[src/rtl/calc_input_fsm.sv]
// calc_input_fsm
// Operand-entry state machine for a switch-driven calculator. Operand A,
// operand B and an operation code are captured from the switches on
// successive presses of the enter button. The result is computed on the
// same clock edge as the operation-code capture and is held for display
// until the next press.
//
// Ports
//   clk          sole clock; all state updates on the rising edge
//   reset        synchronous, active-high reset
//   sw           operand value from the switches (synchronous to clk)
//   op_sw        operation code from the switches (synchronous to clk)
//   enter        debounced enter-button level (synchronous to clk)
//   state        current state code, drives the display-select mux
//   op_a         latched operand A
//   op_b         latched operand B
//   op_code      latched operation code
//   result       registered ALU result
//   carry        carry (add) or borrow (sub) of the last operation
//   result_valid high while the machine is showing a result

module calc_input_fsm #(
    parameter int DATA_W = 16,
    parameter int OP_W   = 5
) (
    input  logic              clk,
    input  logic              reset,
    input  logic [DATA_W-1:0] sw,
    input  logic [OP_W-1:0]   op_sw,
    input  logic              enter,
    output logic [2:0]        state,
    output logic [DATA_W-1:0] op_a,
    output logic [DATA_W-1:0] op_b,
    output logic [OP_W-1:0]   op_code,
    output logic [DATA_W-1:0] result,
    output logic              carry,
    output logic              result_valid
);

    typedef enum logic [2:0] {
        WAIT_A  = 3'd0,
        LOAD_A  = 3'd1,
        WAIT_B  = 3'd2,
        LOAD_B  = 3'd3,
        WAIT_OP = 3'd4,
        SHOW    = 3'd5
    } state_t;

    state_t            state_q;
    logic              enter_q;
    logic [DATA_W-1:0] opA_q;
    logic [DATA_W-1:0] opB_q;
    logic [OP_W-1:0]   opCode_q;
    logic [DATA_W-1:0] result_q;
    logic              carry_q;
    logic              resultValid_q;

    logic              enterRise;
    logic [DATA_W:0]   addFull;
    logic [DATA_W:0]   subFull;
    logic [DATA_W-1:0] aluResult_d;
    logic              aluCarry_d;

    // One-cycle pulse per press. enter_q resets high so a button held
    // through reset release does not look like a fresh press.
    assign enterRise = enter & ~enter_q;

    // The extra top bit of the add is the carry-out; for the subtract it
    // becomes 1 exactly when A < B unsigned, which is the borrow.
    assign addFull = {1'b0, opA_q} + {1'b0, opB_q};
    assign subFull = {1'b0, opA_q} - {1'b0, opB_q};

    // ALU works from the latched operands and the live op switches, so its
    // output is ready to be registered on the edge that captures op_code.
    // Only the low three op bits select the operation.
    always_comb begin
        aluResult_d = '0;
        aluCarry_d  = 1'b0;
        case (op_sw[2:0])
            3'b000: begin
                aluResult_d = addFull[DATA_W-1:0];
                aluCarry_d  = addFull[DATA_W];
            end
            3'b001: begin
                aluResult_d = subFull[DATA_W-1:0];
                aluCarry_d  = subFull[DATA_W];
            end
            3'b010:  aluResult_d = opA_q & opB_q;
            3'b011:  aluResult_d = opA_q | opB_q;
            3'b100:  aluResult_d = opA_q ^ opB_q;
            default: aluResult_d = '0;
        endcase
    end

    // Main sequencer. Every output is a register updated here, so the
    // display sees clean values. The LOAD states ignore enter entirely,
    // and any unreachable code falls back to WAIT_A with data cleared.
    always_ff @(posedge clk) begin
        if (reset) begin
            state_q       <= WAIT_A;
            enter_q       <= 1'b1;
            opA_q         <= '0;
            opB_q         <= '0;
            opCode_q      <= '0;
            result_q      <= '0;
            carry_q       <= 1'b0;
            resultValid_q <= 1'b0;
        end else begin
            enter_q <= enter;
            case (state_q)
                WAIT_A: begin
                    if (enterRise) begin
                        opA_q   <= sw;
                        state_q <= LOAD_A;
                    end
                end
                LOAD_A: begin
                    state_q <= WAIT_B;
                end
                WAIT_B: begin
                    if (enterRise) begin
                        opB_q   <= sw;
                        state_q <= LOAD_B;
                    end
                end
                LOAD_B: begin
                    state_q <= WAIT_OP;
                end
                WAIT_OP: begin
                    if (enterRise) begin
                        opCode_q      <= op_sw;
                        result_q      <= aluResult_d;
                        carry_q       <= aluCarry_d;
                        resultValid_q <= 1'b1;
                        state_q       <= SHOW;
                    end
                end
                SHOW: begin
                    if (enterRise) begin
                        opA_q         <= '0;
                        opB_q         <= '0;
                        opCode_q      <= '0;
                        result_q      <= '0;
                        carry_q       <= 1'b0;
                        resultValid_q <= 1'b0;
                        state_q       <= WAIT_A;
                    end
                end
                default: begin
                    opA_q         <= '0;
                    opB_q         <= '0;
                    opCode_q      <= '0;
                    result_q      <= '0;
                    carry_q       <= 1'b0;
                    resultValid_q <= 1'b0;
                    state_q       <= WAIT_A;
                end
            endcase
        end
    end

    assign state        = state_q;
    assign op_a         = opA_q;
    assign op_b         = opB_q;
    assign op_code      = opCode_q;
    assign result       = result_q;
    assign carry        = carry_q;
    assign result_valid = resultValid_q;

endmodule
[config.mk]
export PLATFORM = sky130hd
export DESIGN_NAME = calc_input_fsm
export DESIGN_NICKNAME = d
export VERILOG_FILES = /design/src/rtl/calc_input_fsm.sv
export SDC_FILE = /design/constraint.sdc
export NUM_CORES = 1
export LEC_CHECK = 0
export ABC_AREA = 0
export BUFFER_PORTS_ARGS = -buffer_cell sky130_fd_sc_hd__buf_2
export CORE_AREA = 3 3 92 94
export CTS_CLUSTER_DIAMETER = 100
export DETAILED_ROUTE_END_ITERATION = 10
export DIE_AREA = 0 0 95 97
export GPL_TIMING_DRIVEN = 0
export PLACE_DENSITY_LB_ADDON = 0.12
export SLEW_MARGIN = 20
export SYNTH_ARGS = -nofsm -noshare
export SYNTH_HDL_FRONTEND = slang
export SYNTH_SLANG_ARGS = --single-unit
[constraint.sdc]
create_clock -name clk -period 5 [get_ports clk]
set_clock_uncertainty 0.15 [all_clocks]
set_input_delay 1.25 -clock clk [delete_from_list [all_inputs] [get_ports clk]]
set_output_delay 1.25 -clock clk [all_outputs]
set_load 0.005 [all_outputs]
# Word-level counts from Yosys, hierarchy flattened

Cells that the tools add are included.

Output and inout bits: 58
Input bits: 24
Bits in registers: 59
Word-level logic and storage cells: 61

Add/sub/neg operators: 2
Bitwise logic cells: 8
Mux-type cells: 21
Reduce and logical (&&, ||, !) cells: 9
Equal/unequal tests: 13

Operators with widths:

| kind                                                | count |
|---|---|
| case mux 16 bit (3 select lines)                    | 3 |
| case mux 16 bit (5 select lines)                    | 1 |
| 2-to-1 mux 16 bit                                   | 3 |
| case mux 3 bit (6 select lines)                     | 1 |
| adder 16 x 16 -> 17 bit                             | 1 |
| subtractor 16 x 16 -> 17 bit                        | 1 |
| bitwise AND 16 bit                                  | 1 |
| bitwise OR 16 bit                                   | 1 |
| bitwise XOR 16 bit                                  | 1 |
| case mux 5 bit (3 select lines)                     | 1 |
| equality test 3 x 2 -> 1 bit, second input constant | 4 |
| 2-to-1 mux 3 bit                                    | 4 |
| OR reduction 4 bit                                  | 3 |
| 2-to-1 mux 5 bit                                    | 2 |
| equality test 3 bit, second input constant          | 3 |
| AND reduction 3 bit                                 | 3 |
| != test 2 bit, second input constant                | 4 |
| equality test 3 x 1 -> 1 bit, second input constant | 2 |
| zero test 3 bit                                     | 2 |
| case mux 1 bit (3 select lines)                     | 2 |
| inverter 1 bit                                      | 4 |
| AND reduction 4 bit                                 | 1 |
| 2-to-1 mux 1 bit                                    | 3 |
| case mux 1 bit (2 select lines)                     | 1 |
| bitwise AND 1 bit                                   | 1 |

# Depth between registers and ports, before layout

Gate-level depths: netlist of run 1.

Depth in word-level cells: 4
Depth in mapped cells: 11
Depth with buffers taken out: 11

# Worst setup path after synthesis of run 1

OpenSTA, ideal clock, no wires.

Kind: in2reg
From: in op_sw[1]
To: reg result_q[14], in the netlist result[14]
Arrival: 2634 ps
Cell stages on the path: 6
Path slack: 2099 ps
Cell sequence: clkbuf_1 clkinv_1 a311o_1 a221o_1 o211a_1 a32o_1

Longest elaborated chain between the ends: 4

RTL lines:

| item                                              | line | source |
|---|---|---|
| start, declared                                   | 29   | `input logic [OP_W-1:0] op_sw,` |
| equality test 3 bit, or another cell as far along | 79   | `case (op_sw[2:0])` |
| case mux 16 bit (5 select lines) *                | 79   |  |
| 2-to-1 mux 16 bit *                               | 130  | `if (enterRise) begin` |
| case mux 16 bit (3 select lines) *                | 110  | `case (state_q)` |
| end signal, assigned                              | 132  | `result_q <= aluResult_d;` |
| end, declared                                     | 54   | `logic [DATA_W-1:0] result_q;` |

Every way passes the cells marked *; elsewhere a longest branch is shown, timed or not. The select of a mux whose other input is x is not followed.
A chain may end at the register's enable or synchronous reset.

# Final worst setup path of run 1

From: in op_sw[1]
To: reg result_q[8], in the netlist result[8]

Same word-level chain as after synthesis.

==> out/metrics.csv, run 1 <==
stage,metric,value,unit
timing,Tcrit/Tclk final,67.1,%
die,DIE WIDTH,95,um
yosys,top cells by area in the synthesized netlist,"dfxtp_1, ha_1, a21oi_1, nand2_1, nand3_1",
detailed_routing,drt wl/cell,19.2,um
pwr,Lkg Pwr,2.31,nW
grt,initial antenna violation count,0,
setup_path,FF-to-FF Start,op_a[4]$_SDFFE_PP0P_,
clock_tree,# hold bufs at CTS,0,
yosys,largest family of logic cells by synthesized area,compound AO/OA/AOI/OAI gates,
clock_tree,Setup Buffers After CTS,0,
hold_path,hold_sp,result[6]$_SDFFE_PP0P_,
timing,RSZ-0062 raised after global routing,false,
die,num ports,82,
yosys,post-synthesis adder-cell area fraction,14.3,%
timing,Period minus WS final,3.35,ns
final_layout,area grow syn2layout,14.9,%
detailed_routing,"antenna viol nets, final",0,
detailed_routing,DR pass1 iterations,7,
clock_tree,CTS tree,built,
die,initial core utilization,61.3,%
yosys,xor/xnor cell area share of the yosys netlist,1.48,%
die,num rows,32,
setup_path,Crit path largest cell delay,0.53,ns
final_layout,Antenna diodes,0,
final_layout,Final nets,810,
setup_path,buffer and inverter count on the worst path,2,
hold_path,Min-Delay Path Depth,2,
grt,vias in the first global route,5049,
yosys,Syn Inst Count,642,
yosys,warnings from Yosys,0,
grt,grt ovf,0,
pwr,total power,1.09,mW
setup_path,CP Capture Type,flip-flop,
yosys,ys async rst share,0,%
clock_tree,H-tree Lvls,3,
yosys,Simple-Gate Fraction of Synth Area,20.7,%
die,Die Ht,97,um
setup_path,arrival time worst endpoint,3.48,ns
setup_path,Critical R2R Capture,result[9]$_SDFFE_PP0P_,
clock_tree,worst-skew pair later-pin latency,0.35,ns
pwr,PwrDens,200,mW/mm^2
setup_path,Top Family by Delay on Critical Path,simple AND/OR/NAND/NOR gates,
clock_tree,clock sink total,59,
clock_tree,Root Buffer,clkbuf_8,
setup_path,Worst R2R Setup Slack,1.95,ns
yosys,Compound-Gate Fraction of Synth Area,29.4,%
timing,Final Setup Violations,0,
detailed_routing,final WL,16.1,mm
yosys,Mapped Area,0.00473,mm^2
timing,Max Freq,0.298,GHz
detailed_routing,# DRC,0,
clock_tree,Clock Path Buffers,2,
placed_design,Post-Place Cells,824,
yosys,Synth cell types,73,
final_layout,"non-filler cells, final",840,
final_layout,post-route cell area,0.00544,mm^2
final_layout,layout cells sized above 1,16.4,%
final_layout,Util after Layout,70.4,%
yosys,"EDFF count, synth",0,
yosys,area share of the largest cell type after synthesis,24.9,%
hold_path,Hold/Removal Path Class,flip-flop to flip-flop,
placed_design,area post-placement,0.00526,mm^2
setup_path,r2r worst-path depth,10,
timing,Worst Tran Pin Value,0.899,ns
grt,first-pass GRT wire length,25.8,mm
grt,largest net degree at the start of global routing,13,
timing,count of pins over their slew limit,0,
timing,setup TNS,0,ns
yosys,"Seq/Total Area, Yosys",24.9,%
detailed_routing,Initial DRC Count,432,
setup_path,Crit path required time,5.13,ns
placed_design,PortBufs,80,
clock_tree,CTS clock-pin slew for the worst setup and hold paths,0.08,ns
pwr,Peak VDD IR,0.211,mV
setup_path,Crit Path Class,input pin to flip-flop,
setup_path,cell depth of the worst setup path,7,
setup_path,crit path cell chain,clkbuf_1 > o21ai_0 > nand4b_1 > nor2_1 > buf_2 > nand2_1 > o211ai_1,
yosys,syn_area_per_cell,7.37,um^2
yosys,largest area contributor in the netlist,dfxtp_1,
die,core area,0.00773,mm^2
outcome,outcome,completed,
clock_tree,post-cts sizing count,0,
setup_path,critical path launch point type,input pin,
yosys,Seq cells post-synth,59,
clock_tree,CTS buffer count,9,
yosys,"Primary FF master, synth",dfxtp_1,
timing,Final Hold Fails,0,
placed_design,post-DP HPWL,12.5,mm
detailed_routing,vias per cell,6.26,
yosys,mux cell area share after synthesis,1.14,%
timing,Slew Limit Headroom,39.6,%
yosys,syn_nets,719,
job,max cap viols,0,
setup_path,CP max FO,10,
grt,Total GRT Usage,35.6,%
setup_path,critical path's slowest cell,nor2_1,
placed_design,routability congestion estimate,0.982,
detailed_routing,Via Count,5256,
hold_path,Hold EP,result[6]$_SDFFE_PP0P_,
die,die area,0.00922,mm^2
## worst max path at each step
stage | startpoint | to | slack, ns
final | op_sw[1] | result[8]$_SDFFE_PP0P_ | 1.65
after global routing | op_sw[1] | result[8]$_SDFFE_PP0P_ | 1.57
after CTS | op_sw[1] | result[8]$_SDFFE_PP0P_ | 1.76
after detailed placement | op_sw[1] | result[8]$_SDFFE_PP0P_ | 1.38
after global placement | op_sw[1] | result[7]$_SDFFE_PP0P_ | 1.42
after floorplan | op_sw[1] | result[14]$_SDFFE_PP0P_ | 2.10
## placed cells by master, fill, tap and decap left out, drive strengths merged, types with 6 or more instances in the layout
cell	n
buf	92
a21oi	87
nand2	76
dfxtp	59
inv	51
ha	51
nor2	48
nand3	44
clkbuf	40
o21ai	30
a211oi	13
a21o	11
nor3	10
o211ai	10
xnor2	7
nand2b	6
clkinv	6
## layer usage
layer	wire length [um]	up-vias	track usage, %	share of wire, %
met5	0	-	0	0
met4	532	0	14.3	3.3
met3	1280	51	5.29	7.9
met2	7430	299	56.6	46
met1	6870	2449	48.0	43
li1	-	2457	-	-
## worst reg2reg max path, cell delays in order (launching register included)
cell and delay [ns]:
dfxtp_1 0.45, inv_1 0.08, ha_1 0.27, buf_2 0.19
inv_1 0.10, a2111oi_2 0.51, and2_1 0.26, o31ai_2 0.09
xnor2_1 0.14, mux4_2 0.48, a31o_1 0.23
## through the flow
stage	hold slack, ns	worst slack [ns]
2_1_floorplan	0.298	2.10
3_3_place_gp	0.289	1.42
3_5_place_dp	0.298	1.38
4_1_cts	0.315	1.76
5_1_grt	0.347	1.57
6_report	0.315	1.65
## cell families after synthesis
family                   Yosys count
adder cells (fa/ha/maj)           53
AO/OA/AOI/OAI                    209
XOR/XNOR                           8
flip-flops                        59
buffers and inverters             95
multiplexers                       4
AND/OR/NAND/NOR                  214
## flip-flops by register name (all words and copies together), names as in the netlist
name,count
carry,1
enter_q,1
op_a,16
op_b,16
op_code,5
result,16
result_valid,1
state,3
## layout make-up
cell class	count	area, um^2
Fill cell	668	2290
Clock inverter	7	55.1
Tap cell	102	128
Buffer	43	186
Multi-Input combinational cell	488	3170
Timing Repair Buffer	80	400
Sequential cell	59	1180
Inverter	52	195
Clock buffer	9	124
## power breakdown
part	internal [mW]	leakage (nW)	switching (mW)
clock	0.182	0.0854	0.230
sequential	0.475	0.476	0.00919
combinational	0.0703	1.75	0.125
## cells in the mapped netlist, types with 7 or more instances
master	instances
ha_1	51
nand3_1	44
inv_1	51
nor2_1	47
nand2_1	76
xnor2_1	7
o21ai_0	29
nor3_1	10
a211oi_1	12
a21o_1	11
clkbuf_1	30
dfxtp_1	59
buf_2	7
o211ai_1	9
a21oi_1	86
(Power assumes the default switching activity.)
==> inputs of run 2 (changes only) <==
--- a/config.mk
+++ b/config.mk
@@ -5,12 +5,12 @@
 export SDC_FILE = /design/constraint.sdc
 export NUM_CORES = 1
 export LEC_CHECK = 0
-export ABC_AREA = 0
+export ABC_AREA = 1
 export BUFFER_PORTS_ARGS = -buffer_cell sky130_fd_sc_hd__buf_2
-export CORE_AREA = 3 3 92 94
+export CORE_AREA = 3 3 103 105
 export CTS_CLUSTER_DIAMETER = 100
 export DETAILED_ROUTE_END_ITERATION = 10
-export DIE_AREA = 0 0 95 97
+export DIE_AREA = 0 0 106 108
 export GPL_TIMING_DRIVEN = 0
 export PLACE_DENSITY_LB_ADDON = 0.12
 export SLEW_MARGIN = 20
==> constraint.sdc (replaced) <==
create_clock -name clk -period 2.8 [get_ports clk]
set_clock_uncertainty 0.15 [all_clocks]
set_input_delay 0.7 -clock clk [delete_from_list [all_inputs] [get_ports clk]]
set_output_delay 0.7 -clock clk [all_outputs]
set_load 0.005 [all_outputs]
==> out/metrics.csv, run 2 <==
stage,metric,value,unit
yosys,Synth top cells by count,"nand2_1, inv_1, a21oi_1",
placed_design,area post-placement,0.00557,mm^2
setup_path,Worst R2R Setup Slack,0.41,ns
timing,setup TNS,0,ns
final_layout,"commonest cells after routing, fill and taps aside","nand2_1, inv_1, buf_2, a21oi_1, nand3_1",
timing,Final Setup Violations,0,
placed_design,post-DP HPWL,12.7,mm
hold_path,Min-Delay Path Depth,2,
yosys,Seq cells post-synth,59,
die,die area,0.0114,mm^2
yosys,Synth cell types,33,
setup_path,CP max FO,7,
pwr,Lkg Pwr,2.87,nW
pwr,Flop pwr share,34.6,%
die,core area,0.00973,mm^2
timing,Final Hold Fails,0,
yosys,Syn Inst Count,764,
pwr,PwrDens,462,mW/mm^2
detailed_routing,Via Count,5334,
yosys,"EDFF count, synth",0,
setup_path,Crit Path Class,flip-flop to flip-flop,
setup_path,critical path's slowest cell,ha_1,
hold_path,Hold EP,result[13]$_SDFFE_PP0P_,
yosys,"Primary FF master, synth",dfxtp_1,
yosys,Mapped Area,0.00501,mm^2
clock_tree,Root Buffer,clkbuf_8,
timing,Period minus WS final,2.39,ns
clock_tree,Setup Buffers After CTS,0,
die,num ports,82,
setup_path,Crit path largest cell delay,0.42,ns
detailed_routing,drt wl/cell,16.0,um
setup_path,arrival time worst endpoint,2.47,ns
outcome,outcome,completed,
die,initial core utilization,51.5,%
pwr,Peak VDD IR,0.285,mV
hold_path,hold_sp,result[13]$_SDFFE_PP0P_,
grt,grt ovf,0,
clock_tree,CTS tree,built,
clock_tree,post-cts sizing count,0,
detailed_routing,final WL,15.9,mm
timing,count of pins over their slew limit,0,
grt,largest net degree at the start of global routing,12,
detailed_routing,"antenna viol nets, final",0,
final_layout,"most common cell after layout, fill and taps aside",nand2_1,
setup_path,CP Capture Type,flip-flop,
placed_design,routability congestion estimate,0.973,
final_layout,FF/Latch Area,0.00118,mm^2
setup_path,r2r worst-path depth,13,
yosys,"Seq/Total Area, Yosys",23.6,%
pwr,clock share of power,30.4,%
pwr,Logic pwr share,35.0,%
yosys,ys async rst share,0,%
clock_tree,worst-skew pair later-pin latency,0.36,ns
pwr,Int Pwr,1.63,mW
clock_tree,CTS clock-pin slew for the worst setup and hold paths,0.07,ns
grt,initial antenna violation count,0,
die,DIE WIDTH,106,um
setup_path,Critical R2R Capture,result[15]$_SDFFE_PP0P_,
pwr,switching share of power,39.0,%
timing,Slew Limit Headroom,42.1,%
final_layout,layout cells sized above 1,18.5,%
final_layout,Final nets,932,
clock_tree,Clock Path Buffers,2,
final_layout,area grow syn2layout,15.3,%
yosys,top cells by area in the synthesized netlist,"dfxtp_1, nand2_1, ha_1, inv_1, a21oi_1",
yosys,syn_area_per_cell,6.55,um^2
clock_tree,H-tree Lvls,3,
die,num rows,36,
setup_path,FF-to-FF Start,op_a[5]$_SDFFE_PP0P_,
setup_path,Crit path required time,2.88,ns
job,max cap viols,0,
pwr,switching pwr,1.04,mW
grt,Total GRT Usage,28.5,%
grt,first-pass GRT wire length,25.5,mm
clock_tree,clock sink total,59,
clock_tree,CTS buffer count,9,
setup_path,CP most frequent cell,nand2_1,
final_layout,Antenna diodes,0,
timing,Max Freq,0.418,GHz
final_layout,area of the multi-input gates,0.00320,mm^2
timing,Worst Tran Pin Value,0.868,ns
grt,vias in the first global route,4932,
clock_tree,# hold bufs at CTS,0,
detailed_routing,# DRC,0,
die,Die Ht,108,um
detailed_routing,Initial DRC Count,396,
setup_path,crit path cell chain,inv_1 > ha_1 > nor2_1 > and2_1 > nand3_1 > nand2_1 > nand2_1 > nand2_1 > nand2_1 > nand3_1 > nand3_1 > nand2_1 > a21oi_1,
timing,Tcrit/Tclk final,85.5,%
yosys,warnings from Yosys,0,
hold_path,Hold/Removal Path Class,flip-flop to flip-flop,
final_layout,post-route cell area,0.00578,mm^2
final_layout,number of fill cells,991,
yosys,area share of the largest cell type after synthesis,23.6,%
placed_design,PortBufs,80,
yosys,most frequent cell after synthesis,nand2_1,
timing,Hold WS,0.310,ns
detailed_routing,DR pass1 iterations,5,
setup_path,critical path launch point type,flip-flop,
detailed_routing,vias per cell,5.37,
yosys,syn_nets,841,
yosys,largest area contributor in the netlist,dfxtp_1,
timing,RSZ-0062 raised after global routing,false,
==> run 2: metal layers <==
layer | global-route usage (%) | routed length [um] | up-vias
met5 | 0 | 0 | -
met4 | 9.16 | 295 | 0
met3 | 5.67 | 1320 | 26
met2 | 44.4 | 7000 | 242
met1 | 39.7 | 7250 | 2397
li1 | - | - | 2669
==> run 2: worst max-delay path by stage <==
stage | startpoint | endpoint | slack (ns) | cells past startpoint
6_report | op_a[5]$_SDFFE_PP0P_ | result[15]$_SDFFE_PP0P_ | 0.41 | 13
5_1_grt | op_b[12]$_SDFFE_PP0P_ | result[15]$_SDFFE_PP0P_ | 0.23 | 15
4_1_cts | op_a[5]$_SDFFE_PP0P_ | carry$_SDFFE_PP0P_ | 0.46 | 12
3_5_place_dp | op_sw[2] | result[14]$_SDFFE_PP0P_ | 0.20 | 9
3_3_place_gp | op_sw[1] | result[14]$_SDFFE_PP0P_ | 0.17 | 8
2_1_floorplan | op_a[10]$_SDFFE_PP0P_ | result[13]$_SDFFE_PP0P_ | 0.84 | 13
==> run 2: through the flow <==
step	cells	worst slack, ns	util (%)	power (mW)
floorplan	764	0.839	-	1.59
global placement	977	0.166	57.3	1.84
detailed placement	977	0.201	57.3	1.85
CTS	993	0.461	59.4	2.66
global route	993	0.235	59.4	2.84
finish	993	0.405	59.4	2.67
==> run 2: cell families (layout without fill, tap and decap cells) <==
group / count (synthesis) / count (layout) / share of synthesized area, %
compound gates: 151 / 151 / 20.9
xor+xnor: 1 / 1 / 0.175
fa+ha+maj: 53 / 53 / 13.5
buf+inv: 154 / 250 / 12.5
flops: 59 / 59 / 23.6
simple gates: 346 / 346 / 29.2
==> run 2: area by class of cell <==
class	instances	share of cell area (%)
inverter	124	8.06
clock inverter	6	1.10
sequential	59	20.5
timing repair buffer	80	6.93
buffer	30	2.82
tap	133	2.88
clock buffer	10	2.38
multi-input combinational	551	55.4
==> run 2: power by group through the flow <==
stage                     Combinational [mW]  Clock (mW)  Sequential, mW
after floorplan                        0.648           0           0.939
after global placement                 0.901           0           0.939
after detailed placement               0.911           0           0.942
after CTS                              0.916       0.826           0.923
after global routing                    1.05       0.862           0.930
final                                  0.934       0.813           0.923
==> run 2: critical path: cells and delay by family, from the launching register on <==
family	cells	cell delay, ns
and+or+nand+nor	10	1.11
DFF	1	0.41
adders and majority gates	1	0.42
buffers and inverters	1	0.09
AOI/OAI and AO/OA	1	0.05
==> inputs of run 3 (changes only) <==
--- a/config.mk
+++ b/config.mk
@@ -5,12 +5,11 @@
 export SDC_FILE = /design/constraint.sdc
 export NUM_CORES = 1
 export LEC_CHECK = 0
-export ABC_AREA = 1
 export BUFFER_PORTS_ARGS = -buffer_cell sky130_fd_sc_hd__buf_2
-export CORE_AREA = 3 3 103 105
+export CORE_AREA = 3 3 100 102
 export CTS_CLUSTER_DIAMETER = 100
 export DETAILED_ROUTE_END_ITERATION = 10
-export DIE_AREA = 0 0 106 108
+export DIE_AREA = 0 0 103 105
 export GPL_TIMING_DRIVEN = 0
 export PLACE_DENSITY_LB_ADDON = 0.12
 export SLEW_MARGIN = 20
==> out/metrics.csv, run 3 (synthesis results as in run 1) <==
stage,metric,value,unit
timing,Tcrit/Tclk final,98.1,%
detailed_routing,"antenna viol nets, final",0,
final_layout,layout cells sized above 1,22.9,%
grt,largest net degree at the start of global routing,11,
final_layout,number of fill cells,859,
timing,Max Freq,0.364,GHz
die,num ports,82,
clock_tree,CTS tree,built,
clock_tree,CTS clock-pin slew for the worst setup and hold paths,0.08,ns
pwr,total power,2.14,mW
pwr,Flop pwr share,40.2,%
grt,vias in the first global route,4847,
final_layout,area grow syn2layout,20.5,%
clock_tree,worst-skew pair later-pin latency,0.33,ns
detailed_routing,drt wl/cell,19.2,um
setup_path,Crit path required time,2.88,ns
timing,Final Hold Fails,0,
pwr,PwrDens,375,mW/mm^2
clock_tree,H-tree Lvls,3,
final_layout,Util after Layout,62.0,%
final_layout,area of the multi-input gates,0.00328,mm^2
setup_path,critical path launch point type,flip-flop,
pwr,switching share of power,29.3,%
grt,initial antenna violation count,0,
timing,count of pins over their slew limit,0,
die,num rows,35,
pwr,Int Pwr,1.51,mW
placed_design,PortBufs,80,
timing,Worst Tran Pin Value,1.10,ns
clock_tree,CTS buffer count,9,
timing,setup TNS,0,ns
timing,Slew Limit Headroom,26.3,%
placed_design,routability congestion estimate,0.935,
setup_path,arrival time worst endpoint,2.82,ns
final_layout,post-route cell area,0.00571,mm^2
die,DIE WIDTH,103,um
final_layout,"commonest cells after routing, fill and taps aside","a21oi_1, buf_2, nand2_1, inv_1, ha_1",
timing,RSZ-0062 raised after global routing,true,
placed_design,post-DP HPWL,12.6,mm
clock_tree,clock sink total,59,
job,max cap viols,0,
detailed_routing,final WL,16.4,mm
pwr,Peak VDD IR,0.231,mV
pwr,switching pwr,0.627,mW
final_layout,Antenna diodes,0,
clock_tree,Clock Path Buffers,2,
detailed_routing,vias per cell,6.02,
pwr,Logic pwr share,17.5,%
clock_tree,Root Buffer,clkbuf_8,
die,Die Ht,105,um
pwr,Lkg Pwr,2.40,nW
placed_design,area post-placement,0.00527,mm^2
setup_path,CP max FO,9,
detailed_routing,# DRC,0,
grt,first-pass GRT wire length,25.2,mm
die,initial core utilization,51.5,%
grt,grt ovf,0,
outcome,outcome,completed,
die,core area,0.00920,mm^2
clock_tree,# hold bufs at CTS,0,
hold_path,Hold/Removal Path Class,flip-flop to flip-flop,
setup_path,CP Capture Type,flip-flop,
final_layout,"most common cell after layout, fill and taps aside",a21oi_1,
timing,Final Setup Violations,0,
die,die area,0.0108,mm^2
final_layout,FF/Latch Area,0.00122,mm^2
detailed_routing,Initial DRC Count,327,
final_layout,Final nets,814,
timing,Period minus WS final,2.75,ns
detailed_routing,DR pass1 iterations,5,
grt,Total GRT Usage,29.7,%
detailed_routing,Via Count,5133,
setup_path,Crit Path Class,flip-flop to flip-flop,
pwr,clock share of power,42.3,%
run 3: cell count changes in the layout (fill, tap and decap cells not counted), sizes merged, moves of 6 or more:
cell,previous run,this run
a211oi,34,13
nand2,213,76
inv,125,51
clkbuf,19,41
o21ai,14,30
xnor2,0,7
nand3,67,44
o22ai,9,0
a21o,0,11
a21oi,76,87
nand4,7,1
nand2b,0,6
run 3: area by class of cell:
| cell class | instances | area share (%) |
|---|---|---|
| sequential | 59 | 21.4 |
| clock buffer | 12 | 2.54 |
| inverter | 52 | 3.42 |
| timing repair buffer | 86 | 7.81 |
| tap | 111 | 2.43 |
| buffer | 41 | 3.51 |
| clock inverter | 4 | 1.29 |
| multi-input combinational | 488 | 57.5 |
run 3: worst paths after layout:
check / cells past startpoint / slack, ns / to / from
setup / recovery: 8 / 0.05 / result[9]$_SDFFE_PP0P_ / op_a[6]$_SDFFE_PP0P_
hold / removal: 2 / 0.31 / op_code[3]$_SDFFE_PP0P_ / op_code[3]$_SDFFE_PP0P_
setup reg to reg: 8 / 0.05 / result[9]$_SDFFE_PP0P_ / op_a[6]$_SDFFE_PP0P_
hold reg to reg: 2 / 0.31 / op_code[3]$_SDFFE_PP0P_ / op_code[3]$_SDFFE_PP0P_
run 3: stage by stage:
| stage | hold slack, ns | cells | setup WS, ns |
|---|---|---|---|
| floorplan | 0.298 | 642 | 0.155 |
| global placement | 0.292 | 833 | -0.225 |
| detailed placement | 0.297 | 833 | -0.249 |
| CTS | 0.307 | 848 | 0.00151 |
| global route | 0.332 | 853 | -0.0333 |
| finish | 0.308 | 853 | 0.0537 |
run 3: routing by layer:
layer  global-route usage [%]  part of all wire [%]
met1                     41.7                    45
met2                     46.4                    45
met3                     4.47                   7.1
met4                     8.97                   2.2
met5                        0                     0
run 3: power by group through the flow:
stage,Clock (mW),Sequential (mW),Combinational (mW)
after floorplan,0,0.879,0.229
after global placement,0,0.883,0.337
after detailed placement,0,0.884,0.339
after CTS,0.911,0.864,0.349
after global routing,0.957,0.862,0.400
final,0.906,0.860,0.374
run 3: repair_timing:
item | in CTS | in global routing
pin swaps | 3 | 7
setup buffers | 1 | 5
endpoints found under the setup margin | 6 | 13
gates cloned | 0 | 0
resized for setup | 25 | 43
run 3: worst max-delay path, cell delays in order, from the launching register on:
cell,delay [ns]
dfxtp_2,0.41
inv_1,0.06
ha_1,0.42
a211o_1,0.37
buf_4,0.15
o31ai_2,0.28
xnor2_1,0.11
mux4_2,0.46
a31o_1,0.23
